File: config.mk
export PLATFORM = sky130hd
export DESIGN_NAME = sum_display_driver
export DESIGN_NICKNAME = d
export VERILOG_FILES = /design/src/rtl/sum_display_pkg.sv /design/src/rtl/sum_display_driver_bcd_to_seg7.sv /design/src/rtl/sum_display_driver.sv
export SDC_FILE = /design/constraint.sdc
export NUM_CORES = 1
export LEC_CHECK = 0
export BUFFER_PORTS_ARGS = -buffer_cell sky130_fd_sc_hd__buf_2
export CORE_MARGIN = 2
export CORE_UTILIZATION = 37
export DETAILED_ROUTE_END_ITERATION = 16
export GPL_TIMING_DRIVEN = 0
export PLACE_DENSITY = 0.67
export SETUP_SLACK_MARGIN = 0.5
export SYNTH_ARGS = -nofsm -noshare
export SYNTH_HDL_FRONTEND = slang
export SYNTH_SLANG_ARGS = --single-unit
File: constraint.sdc
create_clock -name clk -period 2.8 [get_ports clk]
set_input_delay 0.28 -clock clk [delete_from_list [all_inputs] [get_ports clk]]
set_output_delay 0.28 -clock clk [all_outputs]
set_load 0.05 [all_outputs]
File: src/rtl/sum_display_pkg.sv
//------------------------------------------------------------------------------
// Module      : sum_display_pkg
// Description : Shared FSM encoding, 7-segment codes and digit selects.
// Revision    : 1.0 - initial release
//------------------------------------------------------------------------------
`default_nettype none

package sum_display_pkg;

  typedef enum logic [0:0] {
    IDLE    = 1'b0,
    CONVERT = 1'b1
  } state_t;

  // Segment order {g,f,e,d,c,b,a}, active-high
  localparam logic [6:0] SEG_0     = 7'h3F;
  localparam logic [6:0] SEG_1     = 7'h06;
  localparam logic [6:0] SEG_2     = 7'h5B;
  localparam logic [6:0] SEG_3     = 7'h4F;
  localparam logic [6:0] SEG_4     = 7'h66;
  localparam logic [6:0] SEG_5     = 7'h6D;
  localparam logic [6:0] SEG_6     = 7'h7D;
  localparam logic [6:0] SEG_7     = 7'h07;
  localparam logic [6:0] SEG_8     = 7'h7F;
  localparam logic [6:0] SEG_9     = 7'h6F;
  localparam logic [6:0] SEG_BLANK = 7'h00;

  localparam logic [1:0] DIG_NONE  = 2'b00;
  localparam logic [1:0] DIG_UNITS = 2'b01;
  localparam logic [1:0] DIG_TENS  = 2'b10;

endpackage

`default_nettype wire

File: src/rtl/sum_display_driver_bcd_to_seg7.sv
//------------------------------------------------------------------------------
// Module      : bcd_to_seg7
// Description : Combinational BCD digit to 7-segment decoder; non-BCD codes blank.
// Revision    : 1.0 - initial release
//------------------------------------------------------------------------------
`default_nettype none

module bcd_to_seg7
  import sum_display_pkg::*;
(
  input  logic [3:0] bcd,
  output logic [6:0] seg
);

  always_comb begin
    seg = SEG_BLANK;
    case (bcd)
      4'd0:    seg = SEG_0;
      4'd1:    seg = SEG_1;
      4'd2:    seg = SEG_2;
      4'd3:    seg = SEG_3;
      4'd4:    seg = SEG_4;
      4'd5:    seg = SEG_5;
      4'd6:    seg = SEG_6;
      4'd7:    seg = SEG_7;
      4'd8:    seg = SEG_8;
      4'd9:    seg = SEG_9;
      default: seg = SEG_BLANK;
    endcase
  end

endmodule

`default_nettype wire

File: src/rtl/sum_display_driver.sv
//------------------------------------------------------------------------------
// Module      : sum_display_driver
// Description : Accepts an adder sum, converts it to BCD by double-dabble and
//               drives a two-digit multiplexed 7-segment display.
// Revision    : 1.0 - initial release
//------------------------------------------------------------------------------
`default_nettype none

module sum_display_driver
  import sum_display_pkg::*;
#(
  parameter int SUM_W       = 5,
  parameter int REFRESH_DIV = 1024
)
(
  input  logic             clk,
  input  logic             rst,
  input  logic [SUM_W-1:0] sum_in,
  input  logic             sum_valid,
  output logic             sum_ready,
  output logic [6:0]       seg,
  output logic             dp,
  output logic [1:0]       digit_sel
);

  localparam int SR_W  = SUM_W + 8;
  localparam int CNT_W = $clog2(SUM_W + 1);
  localparam int RC_W  = $clog2(REFRESH_DIV);

  localparam logic [CNT_W-1:0] c_last_iter   = CNT_W'(SUM_W - 1);
  localparam logic [RC_W-1:0]  c_refresh_max = RC_W'(REFRESH_DIV - 1);

  state_t            r_state;
  state_t            w_state_next;
  logic              w_xfer;
  logic              w_load;

  logic [SR_W-1:0]   r_shift;
  logic [SR_W-1:0]   w_dabbled;
  logic [SR_W-1:0]   w_shifted;
  logic [CNT_W-1:0]  r_iter;
  logic              r_carry_pend;

  logic [3:0]        r_tens;
  logic [3:0]        r_units;
  logic              r_carry;
  logic [3:0]        w_tens_next;
  logic [3:0]        w_units_next;
  logic              w_carry_next;

  logic [RC_W-1:0]   r_refresh_cnt;
  logic              w_wrap;
  logic              r_sel_units;
  logic              w_sel_units_next;

  logic [3:0]        w_digit;
  logic [6:0]        w_dec_seg;
  logic [6:0]        w_seg_next;
  logic              w_dp_next;
  logic [1:0]        w_digit_sel_next;
  logic [6:0]        r_seg;
  logic              r_dp;
  logic [1:0]        r_digit_sel;

  assign sum_ready = (r_state == IDLE);
  assign w_xfer    = sum_valid & sum_ready;

  always_ff @(posedge clk or posedge rst) begin
    if (rst) begin
      r_state <= IDLE;
    end else begin
      r_state <= w_state_next;
    end
  end

  always_comb begin
    w_state_next = r_state;
    w_load       = 1'b0;
    case (r_state)
      IDLE: begin
        if (w_xfer) begin
          w_state_next = CONVERT;
        end
      end
      CONVERT: begin
        if (r_iter == c_last_iter) begin
          w_load       = 1'b1;
          w_state_next = IDLE;
        end
      end
      default: w_state_next = IDLE;
    endcase
  end

  // Double-dabble step: correct each BCD nibble, then shift the whole register
  always_comb begin
    w_dabbled = r_shift;
    if (r_shift[SUM_W+3 -: 4] >= 4'd5) begin
      w_dabbled[SUM_W+3 -: 4] = r_shift[SUM_W+3 -: 4] + 4'd3;
    end
    if (r_shift[SUM_W+7 -: 4] >= 4'd5) begin
      w_dabbled[SUM_W+7 -: 4] = r_shift[SUM_W+7 -: 4] + 4'd3;
    end
  end

  assign w_shifted = w_dabbled << 1;

  always_ff @(posedge clk or posedge rst) begin
    if (rst) begin
      r_shift      <= '0;
      r_iter       <= '0;
      r_carry_pend <= 1'b0;
    end else if (w_xfer) begin
      r_shift      <= {8'b0, sum_in};
      r_iter       <= '0;
      r_carry_pend <= sum_in[SUM_W-1];
    end else if (r_state == CONVERT) begin
      r_shift      <= w_shifted;
      r_iter       <= r_iter + CNT_W'(1);
    end
  end

  // Carry is held as pending until the digits load so the display never shows a mixed value
  assign w_tens_next  = w_load ? w_shifted[SUM_W+7 -: 4] : r_tens;
  assign w_units_next = w_load ? w_shifted[SUM_W+3 -: 4] : r_units;
  assign w_carry_next = w_load ? r_carry_pend            : r_carry;

  assign w_wrap           = (r_refresh_cnt == c_refresh_max);
  assign w_sel_units_next = w_wrap ? ~r_sel_units : r_sel_units;

  always_ff @(posedge clk or posedge rst) begin
    if (rst) begin
      r_tens        <= 4'd0;
      r_units       <= 4'd0;
      r_carry       <= 1'b0;
      r_refresh_cnt <= '0;
      r_sel_units   <= 1'b1;
    end else begin
      r_tens        <= w_tens_next;
      r_units       <= w_units_next;
      r_carry       <= w_carry_next;
      r_refresh_cnt <= w_wrap ? '0 : r_refresh_cnt + RC_W'(1);
      r_sel_units   <= w_sel_units_next;
    end
  end

  assign w_digit = w_sel_units_next ? w_units_next : w_tens_next;

  bcd_to_seg7 u_bcd_to_seg7 (
    .bcd (w_digit),
    .seg (w_dec_seg)
  );

  // Outputs are computed from next-state values so digit, segments and dp switch together
  always_comb begin
    w_seg_next       = w_dec_seg;
    w_dp_next        = w_carry_next;
    w_digit_sel_next = DIG_UNITS;
    if (!w_sel_units_next) begin
      w_seg_next       = (w_tens_next == 4'd0) ? SEG_BLANK : w_dec_seg;
      w_dp_next        = 1'b0;
      w_digit_sel_next = DIG_TENS;
    end
  end

  always_ff @(posedge clk or posedge rst) begin
    if (rst) begin
      r_seg       <= SEG_BLANK;
      r_dp        <= 1'b0;
      r_digit_sel <= DIG_NONE;
    end else begin
      r_seg       <= w_seg_next;
      r_dp        <= w_dp_next;
      r_digit_sel <= w_digit_sel_next;
    end
  end

  assign seg       = r_seg;
  assign dp        = r_dp;
  assign digit_sel = r_digit_sel;

endmodule

`default_nettype wire

==> impl_metrics.env, run 1 <==
export IMPL_core_area_mm2=0.00631
export IMPL_cp_buffers_inverters=1
export IMPL_max_stage_delay_ns=0.38
export IMPL_crit_path_max_fanout=5
export IMPL_critPathRequiredTime_ns=3.00
export IMPL_layout_nets=312
export IMPL_drtIter0Drc=78
export IMPL_antenna_found_initial=0
export IMPL_h_tree_depth=2
export IMPL_totalWireLength_mm=5.46
export IMPL_grt_overflow=0
export IMPL_vias_per_cell=5.22
export IMPL_grt_pass1_wl_mm=8.64
export IMPL_setup_worst_path_class="reg -> reg"
export IMPL_dpl_instance_area_mm2=0.00264
export IMPL_tightest_slew_ns=0.580
export IMPL_route_detailed_drc=0
export IMPL_ir_worst_vdd_mv=0.692
export IMPL_clock_sinks=48
export IMPL_max_freq_mhz=407
export IMPL_cts_root_buf="clkbuf_8"
export IMPL_final_max_slew_viol_count=0
export IMPL_num_antenna_cells=0
export IMPL_skew_ns=0.00957
export IMPL_gp_congestion=0.802
export IMPL_grt_pass1_vias=1892
export IMPL_tns_ns=0
export IMPL_syn_area_mm2=0.00240
export IMPL_path_delay_family="simple AND/OR/NAND/NOR gates"
export IMPL_cts_reportedPaths_clkPinSlew_ns=0.09
export IMPL_post_route_min_period_ns=2.46
export IMPL_die_h_um=84.6
export IMPL_synthCells=231
export IMPL_grt_max_degree=44
export IMPL_crit_path_end_kind="flip-flop"
export IMPL_hold_path_class="in -> reg"
export IMPL_hold_viol=0
export IMPL_vias=1932
export IMPL_cts_tree="done"
export IMPL_synthFlopType="dfrtp_1"
export IMPL_synth_edf_count=0
export IMPL_die_area_mm2=0.00715
export IMPL_postSynth_asyncResetShare=1.00
export IMPL_detail_route_antenna_nets=0
export IMPL_io_pins=19
export IMPL_setup_viol=0
export IMPL_layout_common_cells="dfrtp_1 (47), buf_4 (33), nand2_1 (28), buf_2 (17), o21ai_0 (12)"
export IMPL_fin_crit_sh=0.878
export IMPL_clk_insertion_delay_late_ns=0.30
export IMPL_drive_gt1_frac=0.433
export IMPL_drt_pass1_iterations=4
export IMPL_rows=29
export IMPL_dieWidth_um=84.6
export IMPL_layout_commonest_cell="dfrtp_1"
export IMPL_rsz0062_at_grt="true"
export IMPL_drv_cap=0
export IMPL_synth_nets=251
export IMPL_leakage_nw=1.48
export IMPL_hpwlAfterDp_mm=3.24
export IMPL_port_buffers=17
export IMPL_cp_arrival_ns=2.65
export IMPL_initial_core_util=0.380
export IMPL_track_usage=0.147
export IMPL_status="completed"
export IMPL_finish_instance_area_mm2=0.00332
export IMPL_ys_seq_elements=48
export IMPL_crit_path_start_kind="flip-flop"
export IMPL_synth_warnings=0
export IMPL_cts_made_buffers=5
export IMPL_synthDistinctLibCells=51
export IMPL_area_growth_pct=38.2
export IMPL_powerDensity_mw_per_mm2=1140
export IMPL_max_slew_margin=0.614
export IMPL_cts_max_path_buffers=2
export IMPL_cpMaxStageDelayCell="dfrtp_1"
export IMPL_synth_seq_area_share=0.501
export IMPL_drt_wirelength_per_cell_um=14.8
export IMPL_avgSynthCellArea_um2=10.4
export IMPL_crit_chain="inv_2 -> ha_4 -> or3b_4 -> a31o_4 -> or3_4 -> a21boi_4 -> nor3b_4 -> mux2i_1 -> o31ai_1"
==> worst register-to-register path: stages (launching register included) <==
cell      delay, ns
dfrtp_1        0.38
inv_2          0.07
ha_4           0.18
or3b_4         0.37
a31o_4         0.29
or3_4          0.39
a21boi_4       0.19
nor3b_4        0.10
mux2i_1        0.14
o31ai_1        0.25
==> cells in the mapped netlist (all sizes together), types with 3 or more instances <==
library cell | n | area (µm²)
a21boi | 3 | 22.5
a21oi | 8 | 40.0
a31oi | 6 | 37.5
and3 | 3 | 20.0
buf | 4 | 16.3
dfrtp | 47 | 1180
ha | 12 | 150
inv | 14 | 52.6
mux2i | 9 | 90.1
nand2 | 30 | 113
nand2b | 4 | 25.0
nand3 | 9 | 62.6
nor2 | 10 | 37.5
nor3 | 3 | 15.0
nor4 | 3 | 33.8
o21ai | 18 | 93.8
o31ai | 6 | 45.0
or3 | 4 | 26.3
or3b | 3 | 28.8
xnor2 | 7 | 61.3
xor2 | 4 | 42.6
==> registers in the layout, summed over array words and instances (netlist names) <==
name,count
r_units,4
r_shift,13
r_iter,3
r_refresh_cnt,10
digit_sel,2
dp,1
r_carry,1
seg,7
r_sel_units,1
r_carry_pend,1
r_state,1
r_tens,4
==> area by class of cell <==
cell class,count,area (µm²)
Sequential cell,48,1200
Timing Repair Buffer,54,385
Fill cell,566,2990
Buffer,6,31.3
Tap cell,77,96.3
Clock buffer,6,82.6
Inverter,14,52.6
Clock inverter,2,13.8
Multi-Input combinational cell,163,1460
==> stage by stage <==
step                       util  total power (W)  instances  hold slack [ns]  setup WS, ns
after floorplan               -          0.00221        231            0.431         0.433
after global placement    0.415          0.00249        325            0.458       0.00184
after detailed placement  0.418          0.00253        326            0.179       -0.0379
after CTS                 0.478          0.00329        355            0.221         0.382
after global routing      0.526          0.00402        370            0.230         0.272
final                     0.526          0.00378        370            0.224         0.342
==> cell families (layout without fill, tap and decap cells) <==
logic type | count (synthesis) | in the layout | synth area share
simple gates | 76 | 76 | 0.174
compound gates | 53 | 53 | 0.141
flops | 48 | 48 | 0.501
buf+inv | 20 | 82 | 0.0318
fa+ha+maj | 12 | 12 | 0.0625
xor+xnor | 11 | 11 | 0.0433
mux | 11 | 11 | 0.0469
==> report_power, final <==
part	internal (W)	switching, W	total (W)
sequential	0.000928	0.000162	0.00109
clock	0.000202	0.000233	0.000435
combinational	0.00102	0.00123	0.00225
total	0.00215	0.00163	0.00378
==> layer usage <==
metal,vias to the layer above,track usage,routed length [µm]
met1,958,0.189,2470
met2,31,0.247,2770
met5,-,0,0
met3,11,0.0324,148
li1,932,-,-
met4,0,0.0462,69
==> worst paths after layout <==
kind	from	endpoint	slack (ns)	cells past startpoint
min in group asynchronous	rst	digit_sel[0]	0.41	3
worst min-delay path	sum_in[4]	r_carry_pend	0.22	2
worst min register to register	r_carry	r_carry	0.48	2
max in group asynchronous	rst	r_sel_units	1.89	4
worst max register to register	r_shift[6]	seg[4]	0.34	9
worst max-delay path	r_shift[6]	seg[4]	0.34	9
==> repair_timing <==
item	4_1_cts	5_1_grt
pin swaps	13	24
hold endpoints to repair	5	0
cloned	0	0
hold buffers	1	0
buffers inserted	20	15
endpoints found under the setup margin	7	8
gates resized for setup	27	41
Power figures use the tool's default switching activity.
==> run 2: changes to the inputs <==
Settings changed: CORE_ASPECT_RATIO from default to 0.7.
==> impl_metrics.env, run 2 (synthesis results as in run 1) <==
export IMPL_status="completed"
export IMPL_cp_arrival_ns=2.64
export IMPL_h_tree_depth=2
export IMPL_initial_core_util=0.384
export IMPL_cpMaxStageDelayCell="or3b_4"
export IMPL_hold_viol=0
export IMPL_cts_max_path_buffers=2
export IMPL_route_detailed_drc=0
export IMPL_largest_register="r_shift"
export IMPL_grt_max_degree=35
export IMPL_core_area_mm2=0.00625
export IMPL_worstSetupPathDepth=10
export IMPL_powerDensity_mw_per_mm2=1130
export IMPL_rsz0062_at_grt="true"
export IMPL_crit_path_end_kind="flip-flop"
export IMPL_drtIter0Drc=97
export IMPL_cts_root_buf="clkbuf_8"
export IMPL_cp_buffers_inverters=2
export IMPL_antenna_found_initial=0
export IMPL_area_growth_pct=34.0
export IMPL_critPathRequiredTime_ns=3.02
export IMPL_track_usage=0.161
export IMPL_max_slew_margin=0.603
export IMPL_clock_sinks=48
export IMPL_gp_congestion=0.749
export IMPL_dp_slack_ns=-0.107
export IMPL_critPathLaunch="r_iter[0]"
export IMPL_path_delay_family="simple AND/OR/NAND/NOR gates"
export IMPL_max_stage_delay_ns=0.45
export IMPL_cts_reportedPaths_clkPinSlew_ns=0.09
export IMPL_largest_register_ffs=13
export IMPL_max_freq_mhz=413
export IMPL_die_h_um=71.4
export IMPL_detail_route_antenna_nets=0
export IMPL_ir_worst_vdd_mv=0.499
export IMPL_fillers=567
export IMPL_port_buffers=17
export IMPL_r2r_slack_ns=0.38
export IMPL_drt_wirelength_per_cell_um=15.1
export IMPL_fin_ws_ns=0.380
export IMPL_setup_viol=0
export IMPL_leakage_nw=1.43
export IMPL_clk_insertion_delay_late_ns=0.30
export IMPL_hold_path_class="in -> reg"
export IMPL_finalPower_w=0.00365
export IMPL_post_route_min_period_ns=2.42
export IMPL_crit_path_start_kind="flip-flop"
export IMPL_dieWidth_um=100
export IMPL_regToRegEndpoint="seg[3]"
export IMPL_setup_worst_path_class="reg -> reg"
export IMPL_final_max_slew_viol_count=0
export IMPL_hpwlAfterDp_mm=3.41
export IMPL_cts_made_buffers=5
export IMPL_fin_crit_sh=0.864
export IMPL_grt_pass1_vias=1826
export IMPL_regArea_mm2=0.00120
export IMPL_vias=1888
export IMPL_grt_pass1_wl_mm=8.95
export IMPL_layout_common_cells="dfrtp_1 (45), nand2_1 (29), buf_4 (25), buf_2 (17), o21ai_0 (13)"
export IMPL_cts_tree="done"
export IMPL_totalWireLength_mm=5.48
export IMPL_layout_commonest_cell="dfrtp_1"
export IMPL_tightest_slew_ns=0.595
export IMPL_crit_chain="inv_2 -> ha_4 -> and3_4 -> buf_6 -> a31o_4 -> nor2_2 -> a31oi_1 -> or3b_4 -> or3_4 -> a31oi_2"
export IMPL_drv_cap=0
export IMPL_num_antenna_cells=0
export IMPL_skew_ns=0.00940
export IMPL_grt_overflow=0
export IMPL_hold_start="sum_in[4]"
export IMPL_drive_gt1_frac=0.386
export IMPL_rows=24
export IMPL_io_pins=19
export IMPL_tns_ns=0
export IMPL_die_area_mm2=0.00716
export IMPL_r2r_cells=10
export IMPL_crit_path_max_fanout=4
export IMPL_cp_endpoint="seg[3]"
export IMPL_reg2reg_from="r_iter[0]"
export IMPL_multiInputGateArea_mm2=0.00139
export IMPL_vias_per_cell=5.20
export IMPL_layout_nets=304
export IMPL_drt_pass1_iterations=4
==> run 2: metrics by stage <==
stage               area [µm²]  hold slack (ns)  utilization  std cells
CTS                       3060            0.214        0.490        357
detailed placement        2640            0.265        0.423        327
finish                    3220            0.224        0.515        363
floorplan                 2440            0.431            -        231
global route              3220            0.217        0.515        363
global placement          2620            0.456        0.419        326
==> run 2: power breakdown <==
part / internal, W / leakage, nW / switching (W) / total (W)
clock: 0.000264 / 0.0541 / 0.000233 / 0.000497
sequential: 0.000929 / 0.593 / 0.000158 / 0.00109
combinational: 0.000893 / 0.787 / 0.00117 / 0.00206
total: 0.00209 / 1.43 / 0.00156 / 0.00365
==> run 2: worst min path at each step <==
stage | slack [ns] | endpoint | depth (start not counted)
finish | 0.22 | r_carry_pend | 2
global route | 0.22 | r_carry_pend | 2
CTS | 0.21 | r_carry_pend | 2
detailed placement | 0.27 | r_refresh_cnt[6] | 2
global placement | 0.46 | r_carry | 2
floorplan | 0.43 | r_carry_pend | 1
==> run 2: what timing repair did <==
action,4_1_cts,5_1_grt
setup buffers,21,6
hold endpoints to repair,14,0
resized for setup,28,27
hold buffers,1,0
pin swaps,13,15
setup endpoints to repair,7,8
==> run 2: layout make-up <==
cell class	instances	share of cell area
Multi-Input combinational cell	163	0.431
Clock inverter	3	0.0132
Inverter	14	0.0163
Timing Repair Buffer	46	0.104
Tap cell	78	0.0303
Buffer	6	0.00972
Sequential cell	48	0.375
Clock buffer	5	0.0214
==> run 2: routing by layer <==
layer	up-vias	part of all wire	GRT usage
met5	-	0	0
met4	0	0.011	0.0457
met3	6	0.032	0.0361
met2	35	0.47	0.256
met1	922	0.48	0.223
li1	925	-	-
